File: config.mk
export PLATFORM = sky130hd
export DESIGN_NAME = tree_msg_encoder
export DESIGN_NICKNAME = d
export VERILOG_FILES = /design/src/rtl/tree_msg_encoder.sv
export SDC_FILE = /design/constraint.sdc
export NUM_CORES = 1
export LEC_CHECK = 0
export ABC_AREA = 0
export ABC_CLOCK_PERIOD_IN_PS = 7500
export CORE_MARGIN = 2
export CORE_UTILIZATION = 52
export CTS_CLUSTER_DIAMETER = 30
export CTS_CLUSTER_SIZE = 10
export DETAILED_ROUTE_END_ITERATION = 7
export PLACE_DENSITY = 0.77
export SYNTH_ARGS = -nofsm -noshare
export SYNTH_HDL_FRONTEND = slang
export SYNTH_SLANG_ARGS = --single-unit
File: constraint.sdc
create_clock -name clk -period 7.5 [get_ports clk]
set_input_delay 0.75 -clock clk [delete_from_list [all_inputs] [get_ports clk]]
set_output_delay 0.75 -clock clk [all_outputs]
set_load 0.01 [all_outputs]
File: src/rtl/tree_msg_encoder.sv
// Serializes flat leaf records into a CLOSE/OPEN/LEAF/END token stream for the
// hierarchical message tree. A stack holds the ids of the open containers. Each
// record closes levels back to the common prefix, opens the new levels, emits the
// leaf and, on the last record, closes everything and emits END.
//
// Ports:
//   clk, rst                  clock, synchronous active-high reset
//   in_valid/in_ready         record handshake
//   in_path/in_depth          container ids (level l at [l*NODE_ID_W +: NODE_ID_W]), depth
//   in_leaf_id/in_data        leaf id and payload
//   in_last                   final record: close all levels and emit END after the leaf
//   out_valid/out_ready       token handshake
//   out_kind                  0=OPEN, 1=LEAF, 2=CLOSE, 3=END
//   out_node_id/out_level     token node id and tree level
//   out_data                  payload for LEAF, 0 otherwise
//   cur_depth                 number of open containers
//   err_null                  one-cycle pulse when a record is dropped
module tree_msg_encoder #(
    parameter int unsigned NUM_MSG_HIERARCHY = 4,
    parameter int unsigned NODE_ID_W         = 16,
    parameter int unsigned DATA_W            = 32,
    parameter int unsigned DEPTH_W           = $clog2(NUM_MSG_HIERARCHY + 1)
) (
    input  logic                                   clk,
    input  logic                                   rst,
    input  logic                                   in_valid,
    output logic                                   in_ready,
    input  logic [NUM_MSG_HIERARCHY*NODE_ID_W-1:0] in_path,
    input  logic [DEPTH_W-1:0]                     in_depth,
    input  logic [NODE_ID_W-1:0]                   in_leaf_id,
    input  logic [DATA_W-1:0]                      in_data,
    input  logic                                   in_last,
    output logic                                   out_valid,
    input  logic                                   out_ready,
    output logic [1:0]                             out_kind,
    output logic [NODE_ID_W-1:0]                   out_node_id,
    output logic [DEPTH_W-1:0]                     out_level,
    output logic [DATA_W-1:0]                      out_data,
    output logic [DEPTH_W-1:0]                     cur_depth,
    output logic                                   err_null
);

    localparam int unsigned IdxW = (NUM_MSG_HIERARCHY > 1) ? $clog2(NUM_MSG_HIERARCHY) : 1;
    localparam logic [DEPTH_W-1:0] MaxDepth = DEPTH_W'(NUM_MSG_HIERARCHY);

    localparam logic [1:0] KindOpen  = 2'd0;
    localparam logic [1:0] KindLeaf  = 2'd1;
    localparam logic [1:0] KindClose = 2'd2;
    localparam logic [1:0] KindEnd   = 2'd3;

    typedef logic [NUM_MSG_HIERARCHY-1:0][NODE_ID_W-1:0] path_t;

    typedef enum logic [2:0] {
        StIdle, StClose, StOpen, StLeaf, StCloseAll, StEnd
    } state_e;

    state_e               state_q, state_d;
    logic [DEPTH_W-1:0]   depth_q, depth_d;
    path_t                stack_q, stack_d;
    path_t                rec_path_q, rec_path_d;
    logic [DEPTH_W-1:0]   rec_depth_q, rec_depth_d;
    logic [NODE_ID_W-1:0] rec_leaf_q, rec_leaf_d;
    logic [DATA_W-1:0]    rec_data_q, rec_data_d;
    logic                 rec_last_q, rec_last_d;
    logic [DEPTH_W-1:0]   prefix_q, prefix_d;
    logic                 err_d;

    path_t                in_path_arr;
    logic [DEPTH_W-1:0]   prefix;
    logic                 match;
    logic                 path_null;
    logic                 drop;
    logic                 hs;

    logic                 tok_valid;
    logic [1:0]           tok_kind;
    logic [NODE_ID_W-1:0] tok_id;
    logic [DEPTH_W-1:0]   tok_level;
    logic [DATA_W-1:0]    tok_data;
    logic [DEPTH_W-1:0]   close_lvl;

    assign in_path_arr = in_path;
    assign in_ready    = (state_q == StIdle) && !rst;
    assign cur_depth   = depth_q;
    assign hs          = out_valid && out_ready;

    // Common prefix of the open stack and the incoming path, plus null-id scan.
    always_comb begin
        prefix    = '0;
        match     = 1'b1;
        path_null = 1'b0;
        for (int l = 0; l < NUM_MSG_HIERARCHY; l++) begin
            if (match && (DEPTH_W'(l) < depth_q) && (DEPTH_W'(l) < in_depth) &&
                (stack_q[l] == in_path_arr[l])) begin
                prefix = prefix + 1'b1;
            end else begin
                match = 1'b0;
            end
            if ((DEPTH_W'(l) < in_depth) && (in_path_arr[l] == '0)) begin
                path_null = 1'b1;
            end
        end
        drop = path_null || (in_leaf_id == '0) || (in_depth > MaxDepth);
    end

    always_comb begin
        state_d     = state_q;
        depth_d     = depth_q;
        stack_d     = stack_q;
        rec_path_d  = rec_path_q;
        rec_depth_d = rec_depth_q;
        rec_leaf_d  = rec_leaf_q;
        rec_data_d  = rec_data_q;
        rec_last_d  = rec_last_q;
        prefix_d    = prefix_q;
        err_d       = 1'b0;
        unique case (state_q)
            StIdle: begin
                if (in_valid) begin
                    if (drop) begin
                        err_d = 1'b1;
                    end else begin
                        rec_path_d  = in_path_arr;
                        rec_depth_d = in_depth;
                        rec_leaf_d  = in_leaf_id;
                        rec_data_d  = in_data;
                        rec_last_d  = in_last;
                        prefix_d    = prefix;
                        if (depth_q > prefix)       state_d = StClose;
                        else if (in_depth > prefix) state_d = StOpen;
                        else                        state_d = StLeaf;
                    end
                end
            end
            StClose: begin
                if (hs) begin
                    depth_d = depth_q - 1'b1;
                    if (depth_d == prefix_q) begin
                        state_d = (rec_depth_q > prefix_q) ? StOpen : StLeaf;
                    end
                end
            end
            StOpen: begin
                if (hs) begin
                    stack_d[depth_q[IdxW-1:0]] = rec_path_q[depth_q[IdxW-1:0]];
                    depth_d = depth_q + 1'b1;
                    if (depth_d == rec_depth_q) state_d = StLeaf;
                end
            end
            StLeaf: begin
                if (hs) begin
                    if (!rec_last_q)          state_d = StIdle;
                    else if (depth_q != '0)   state_d = StCloseAll;
                    else                      state_d = StEnd;
                end
            end
            StCloseAll: begin
                if (hs) begin
                    depth_d = depth_q - 1'b1;
                    if (depth_d == '0) state_d = StEnd;
                end
            end
            StEnd: begin
                if (hs) state_d = StIdle;
            end
            default: state_d = StIdle;
        endcase
    end

    // Token for the state being entered, built from next-state values. While the
    // output is stalled nothing changes, so the registered token holds by itself.
    always_comb begin
        tok_valid = 1'b0;
        tok_kind  = KindOpen;
        tok_id    = '0;
        tok_level = '0;
        tok_data  = '0;
        close_lvl = depth_d - 1'b1;
        case (state_d)
            StClose, StCloseAll: begin
                tok_valid = 1'b1;
                tok_kind  = KindClose;
                tok_id    = stack_d[close_lvl[IdxW-1:0]];
                tok_level = close_lvl;
            end
            StOpen: begin
                tok_valid = 1'b1;
                tok_kind  = KindOpen;
                tok_id    = rec_path_d[depth_d[IdxW-1:0]];
                tok_level = depth_d;
            end
            StLeaf: begin
                tok_valid = 1'b1;
                tok_kind  = KindLeaf;
                tok_id    = rec_leaf_d;
                tok_level = rec_depth_d;
                tok_data  = rec_data_d;
            end
            StEnd: begin
                tok_valid = 1'b1;
                tok_kind  = KindEnd;
            end
            default: ;
        endcase
    end

    always_ff @(posedge clk) begin
        if (rst) begin
            state_q     <= StIdle;
            depth_q     <= '0;
            stack_q     <= '0;
            rec_path_q  <= '0;
            rec_depth_q <= '0;
            rec_leaf_q  <= '0;
            rec_data_q  <= '0;
            rec_last_q  <= 1'b0;
            prefix_q    <= '0;
            err_null    <= 1'b0;
            out_valid   <= 1'b0;
            out_kind    <= '0;
            out_node_id <= '0;
            out_level   <= '0;
            out_data    <= '0;
        end else begin
            state_q     <= state_d;
            depth_q     <= depth_d;
            stack_q     <= stack_d;
            rec_path_q  <= rec_path_d;
            rec_depth_q <= rec_depth_d;
            rec_leaf_q  <= rec_leaf_d;
            rec_data_q  <= rec_data_d;
            rec_last_q  <= rec_last_d;
            prefix_q    <= prefix_d;
            err_null    <= err_d;
            out_valid   <= tok_valid;
            out_kind    <= tok_kind;
            out_node_id <= tok_id;
            out_level   <= tok_level;
            out_data    <= tok_data;
        end
    end

endmodule

Word-level counts from Yosys, hierarchy flattened. Index checks and enable logic that the tools add are counted.

$add $sub $neg: 6. Multipliers: 0. Divide/modulo/power cells: 0. Order comparisons: 16. Eq/ne operators: 16. Shift-type cells: 0. Muxes and demuxes: 58. Bitwise operators: 4. Reductions and logical operators: 35.

Operators by type and width (number): $mux W64 (5); $mux W16 (7); $bmux W16 S2 (3); $mux W32 (3); $logic_not A16 Y1 (5); $bwmux W64 (1); $eq A16 B16 Y1 (4); $mux W3 (18); $pmux W16 S3 (1); $demux W16 S2 (1); $logic_and A1 B1 Y1 (18); $pmux W3 S6 (1); $mux W1 (13); $eq A3 B2 Y1 const B (4); $eq A3 B3 Y1 const B (4); $lt A1 B3 Y1 const A (4); $lt A2 B3 Y1 const A (4); $add A3 B1 Y3 const B (3); $gt A3 B3 Y1 (3); $lt A2 B3 Y1 const B (3); $pmux W3 S3 (1); $eq A3 B1 Y1 const B (2); $eq A3 B3 Y1 (2); $logic_not A3 Y1 (2); other kinds (15) (23).

Register bits: 244. Latch bits: 0. Memory bits (writable): 0. Bits in read-only memories: 0. Input bits: 120. Logic and storage cells: 156. Memories: 0.

Longest topological paths before layout.
Depth after elaboration: 25. Depth in mapped cells: 27.

Worst setup path before layout. OpenSTA, ideal clock, no wires.

Kind: reg2reg. Start point: reg depth_q[1] (netlist: cur_depth[1]). End point: reg out_node_id[13]. Setup time: 0.127 ns. Data arrival time: 5.568 ns. Setup slack: 1.805 ns. Stages on the path, launching flop included: 28. Buffers on the path: 3. Period minus slack after synthesis: 5.695 ns. Path through: dfxtp_1 > clkbuf_1 > inv_1 > ha_1 > a2111oi_0 > nand3_1 > nor4_1 > nand2_1 > inv_1 > ha_1 > nand2_1 > nor4_1 > and2_1 > xor2_1 > ha_1 > inv_1 > nor4b_1 > xor2_1 > ha_1 > o21ai_0 > a32oi_1 > a311oi_1 > o211ai_2 > buf_6 > mux2_4 > buf_6 > a21oi_1 > a211oi_2.

Word-level cells in the longest chain between the ends: 25. Elaborated cells between the ends (all ways): 71. Those cells by class: add/sub: 6; order compare: 8; eq/ne: 6; mux: 36; reduce/logical: 15.

Ends and longest elaborated chain: from (decl) (RTL line 58) `logic [DEPTH_W-1:0] depth_q, depth_d;`; from (signal assigned) (RTL line 226) `depth_q <= depth_d;`; parallel branches: the longest is 24 deep, another holds $lt A1 B3 Y1; $pmux W16 S3 * (RTL line 179) `case (state_d)`; to (signal assigned) (RTL line 237) `out_node_id <= tok_id;`; to (decl) (RTL line 36) `output logic [NODE_ID_W-1:0] out_node_id,`.

Every way passes the cells marked *. The select of a mux whose other input is x is not followed. A chain may end at the register's enable or synchronous reset.

Worst setup path after layout.
Start point: reg depth_q[1] (netlist: cur_depth[1]). End point: reg out_node_id[0].

The elaborated chain is that of the path after synthesis.

==> key figures <==
Floorplan
  – Ports: 179
  – Core Footprint: 22500 sq um
  – Die Area: 24000 sq um
  – DIE WIDTH: 155 um
  – Initial Utilization: 0.526
  – Die Ht: 155 um
  – Rows: 55

Place
  – Port Buf Inserts: 178
  – Placed Area: 13700 sq um
  – DP Cell Count: 1604
  – RD Place Congestion: 1.03
  – Dpl hpwl: 26.9 mm
  – Dpl ws: 424 ps

Hold path
  – HP Class: reg2reg
  – Hold Path End: rec_path_q[63]$_SDFF_PP0_
  – Hold wc startpoint: rec_path_q[63]$_SDFF_PP0_
  – Hold Path Stages: 2

Synth
  – Mapped Cells: 1208
  – Synth Area in XOR/XNOR: 0.0588
  – Yosys top cell by area: dfxtp_1
  – Largest family of logic cells by synthesized area: multiplexers
  – Syn nets: 1346
  – Area share of the largest cell type after synthesis: 0.413
  – Yosys reg bits: 244
  – Ys async rst share: 0
  – Synth cell types: 71
  – Seq/Total Area, Yosys: 0.413
  – Mapped Area: 11800 sq um
  – Leading register cell type out of synthesis: dfxtp_1
  – Post-synth EDFFs: 0
  – Ys Warns: 0
  – Adder-Cell Fraction of Synth Area: 0.0190
  – Post-synthesis mux area share: 0.230
  – Main area contributors after synthesis: dfxtp_1 (41%), mux2i_1 (17%), nor2_1 (5.9%), mux4_2 (4.9%), xnor2_1 (3.3%)
  – Compound-Gate Fraction of Synth Area: 0.0891
  – Avg Inst Size Synth: 9.80 sq um
  – Post-Synth Simple-Gate Area: 0.151

Worst setup path
  – R2R Setup Slk: 590 ps
  – Worst R2R Path Depth: 24
  – CP Launch Type: register
  – Crit path DAT: 7370 ps
  – CP Max Fanout: 18
  – WS Path Type: reg2reg
  – Reg2Reg Launch Point: cur_depth[1]$_SDFF_PP0_
  – CP endpoint kind: register
  – Reg2reg end: out_node_id[0]$_SDFF_PP0_
  – Required time of the critical path: 7960 ps

Clocking
  – H-tree levels: 2
  – Clock sink count: 244
  – Clock-pin slew of the registers on the worst-case setup and hold paths: 50 ps
  – CTS root buf: clkbuf_16
  – Total CTS buffers: 51
  – Clk_lat worst skew: 550 ps
  – CTS tree: yes
  – CTS max path bufs: 3
  – CTS Hold Bufs: 0

Power and ir drop
  – Peak VDD IR: 0.000188 V
  – Pwr Total: 4.18 mW
  – Leak pwr: 6.72 nW
  – Power Density: 271 nW/um^2

Status
  – Status: finished clean

Timing
  – Final setup margin: 589 ps
  – Fin Clk Skew: 16.0 ps
  – Final slew viol count: 0
  – Final setup violation count: 0
  – TNS Setup: 0 ps
  – RSZ-0062 raised after global routing: false
  – F_max: 0.145 GHz
  – Tightest Pin Transition: 1220 ps
  – Fin crit share: 0.921
  – Worst hold slack: 473 ps
  – Worst rel slew slack: 0.182
  – Post-route minimum period: 6910 ps
  – Final Hold Fails: 0

Detailed routing
  – Antenna Nets Post-Route: 0
  – Initial detailed-routing violation count: 960
  – Pre-Repair DR Iteration Count: 5
  – Post-Route WL: 37.9 mm
  – Vias after detailed routing: 10258
  – # DRC: 0
  – Drt wl/cell: 22.3 um
  – Vias per cell: 6.03

Final layout
  – Fraction of layout cells with a size suffix above 1: 0.128
  – Area growth from synthesis to layout: 30.4%
  – Final non-filler cell total: 1700
  – Fin util: 0.686
  – Design area: 15400 sq um
  – Most common cell after layout, fill and taps aside: dfxtp_1
  – Most frequent cells in the layout: dfxtp_1 (244), mux2i_1 (200), nor2_1 (187)
  – Nets: 1510
  – Number of diodes: 0

Global route
  – First-pass GRT wire length: 57.8 mm
  – Global Route Usage Sum: 0.311
  – Vias in the first global route: 10274
  – Total congestion overflow: 0
  – Initial antenna violation count: 1
  – Largest net degree at the start of global routing: 88

Flow run
  – Maximum Capacitance Violations: 0
critical path: stages, from the launching register on:
cell,delay [ps]
dfxtp_1,740
inv_1,240
ha_1,350
a2111oi_0,580
nand3_1,150
nor4_1,210
nand2_1,120
inv_1,70
ha_1,170
nand2_1,60
nor4_1,400
and2_1,270
xor2_1,170
ha_1,170
inv_1,60
nor4b_1,370
xor2_1,240
ha_1,280
o21ai_0,90
a32oi_1,120
a311oi_1,540
o211a_1,630
and2_1,420
a22oi_1,140
a211oi_1,220
cells in the mapped netlist, types with 3 or more instances:
cell type  count
inv_1         15
mux2_2         9
buf_6          5
ha_1          18
mux2i_1      200
a21oi_2       11
buf_4         10
clkbuf_1      37
mux4_2        26
and3_1         3
o21ai_0        6
xor2_1        30
a211oi_1       7
a31oi_1        3
nor2b_1        4
a211oi_2       4
a22oi_1       22
nor4_1        25
o22a_1         7
and2_1         4
dfxtp_1      244
o22ai_1        3
a21oi_1       42
nand2_2        4
nand2b_1       5
nand3_1        8
buf_2         26
nor2_1       187
nand3b_1       5
nand4_1       13
nand2_1       77
a221o_1        8
nor3_1        45
xnor2_1       45
o32ai_1        3
o21ai_1        3
o21a_1         3
how the worst max path moves through the flow:
stage	startpoint	to	slack, ps	cells after the start
after floorplan	cur_depth[1]$_SDFF_PP0_	out_node_id[13]$_SDFF_PP0_	1810	27
after global placement	in_path[23]	out_node_id[1]$_SDFF_PP0_	730	26
after detailed placement	in_path[23]	out_node_id[1]$_SDFF_PP0_	420	26
after CTS	cur_depth[1]$_SDFF_PP0_	out_node_id[6]$_SDFF_PP0_	690	25
after global routing	cur_depth[1]$_SDFF_PP0_	out_node_id[6]$_SDFF_PP0_	40	24
final	cur_depth[1]$_SDFF_PP0_	out_node_id[0]$_SDFF_PP0_	590	24
routing by layer:
| metal | vias to the layer above | track usage | wire (um) |
|---|---|---|---|
| li1 | 4646 | - | - |
| met4 | 0 | 0.205 | 2600 |
| met2 | 554 | 0.516 | 17700 |
| met3 | 143 | 0.0655 | 2960 |
| met5 | - | 0 | 0 |
| met1 | 4915 | 0.366 | 14700 |
power by group:
part           leakage, nW  internal (mW)  switching [mW]
clock                0.831           1.41           0.780
combinational         3.91          0.252           0.346
sequential            1.98           1.36          0.0342
total                 6.72           3.02            1.16
flip-flops by register name (all words and copies together), names as in the netlist:
| name | cells |
|---|---|
| cur_depth | 3 |
| err_null | 1 |
| out_data | 32 |
| out_kind | 2 |
| out_level | 3 |
| out_node_id | 16 |
| out_valid | 1 |
| prefix_q | 3 |
| rec_data_q | 32 |
| rec_depth_q | 3 |
| rec_last_q | 1 |
| rec_leaf_q | 16 |
| rec_path_q | 64 |
| stack_q | 64 |
| state_q | 3 |
cell families (layout without fill, tap and decap cells):
logic type | count (synthesis) | after routing
multiplexers | 237 | 237
adder cells (fa/ha/maj) | 18 | 18
AND/OR/NAND/NOR | 394 | 394
XOR/XNOR | 77 | 77
AO/OA/AOI/OAI | 143 | 143
flip-flops | 244 | 244
buffers and inverters | 95 | 302
cell type report:
cell class                 count  area, sq um
clock buffer                  61         1390
tap                          285          357
clock inverter                35          320
timing repair buffer         191         1880
fill                        1751         7080
sequential                   244         4880
inverter                      15         56.3
multi-input combinational    869         6540
what timing repair did:
| item | CTS | global route |
|---|---|---|
| hold endpoints to repair | 0 | 0 |
| setup endpoints to repair | 0 | 3 |
| resized for setup | 0 | 1 |
| setup buffers | 0 | 0 |
No activity file was read; power rests on OpenSTA's default activity.
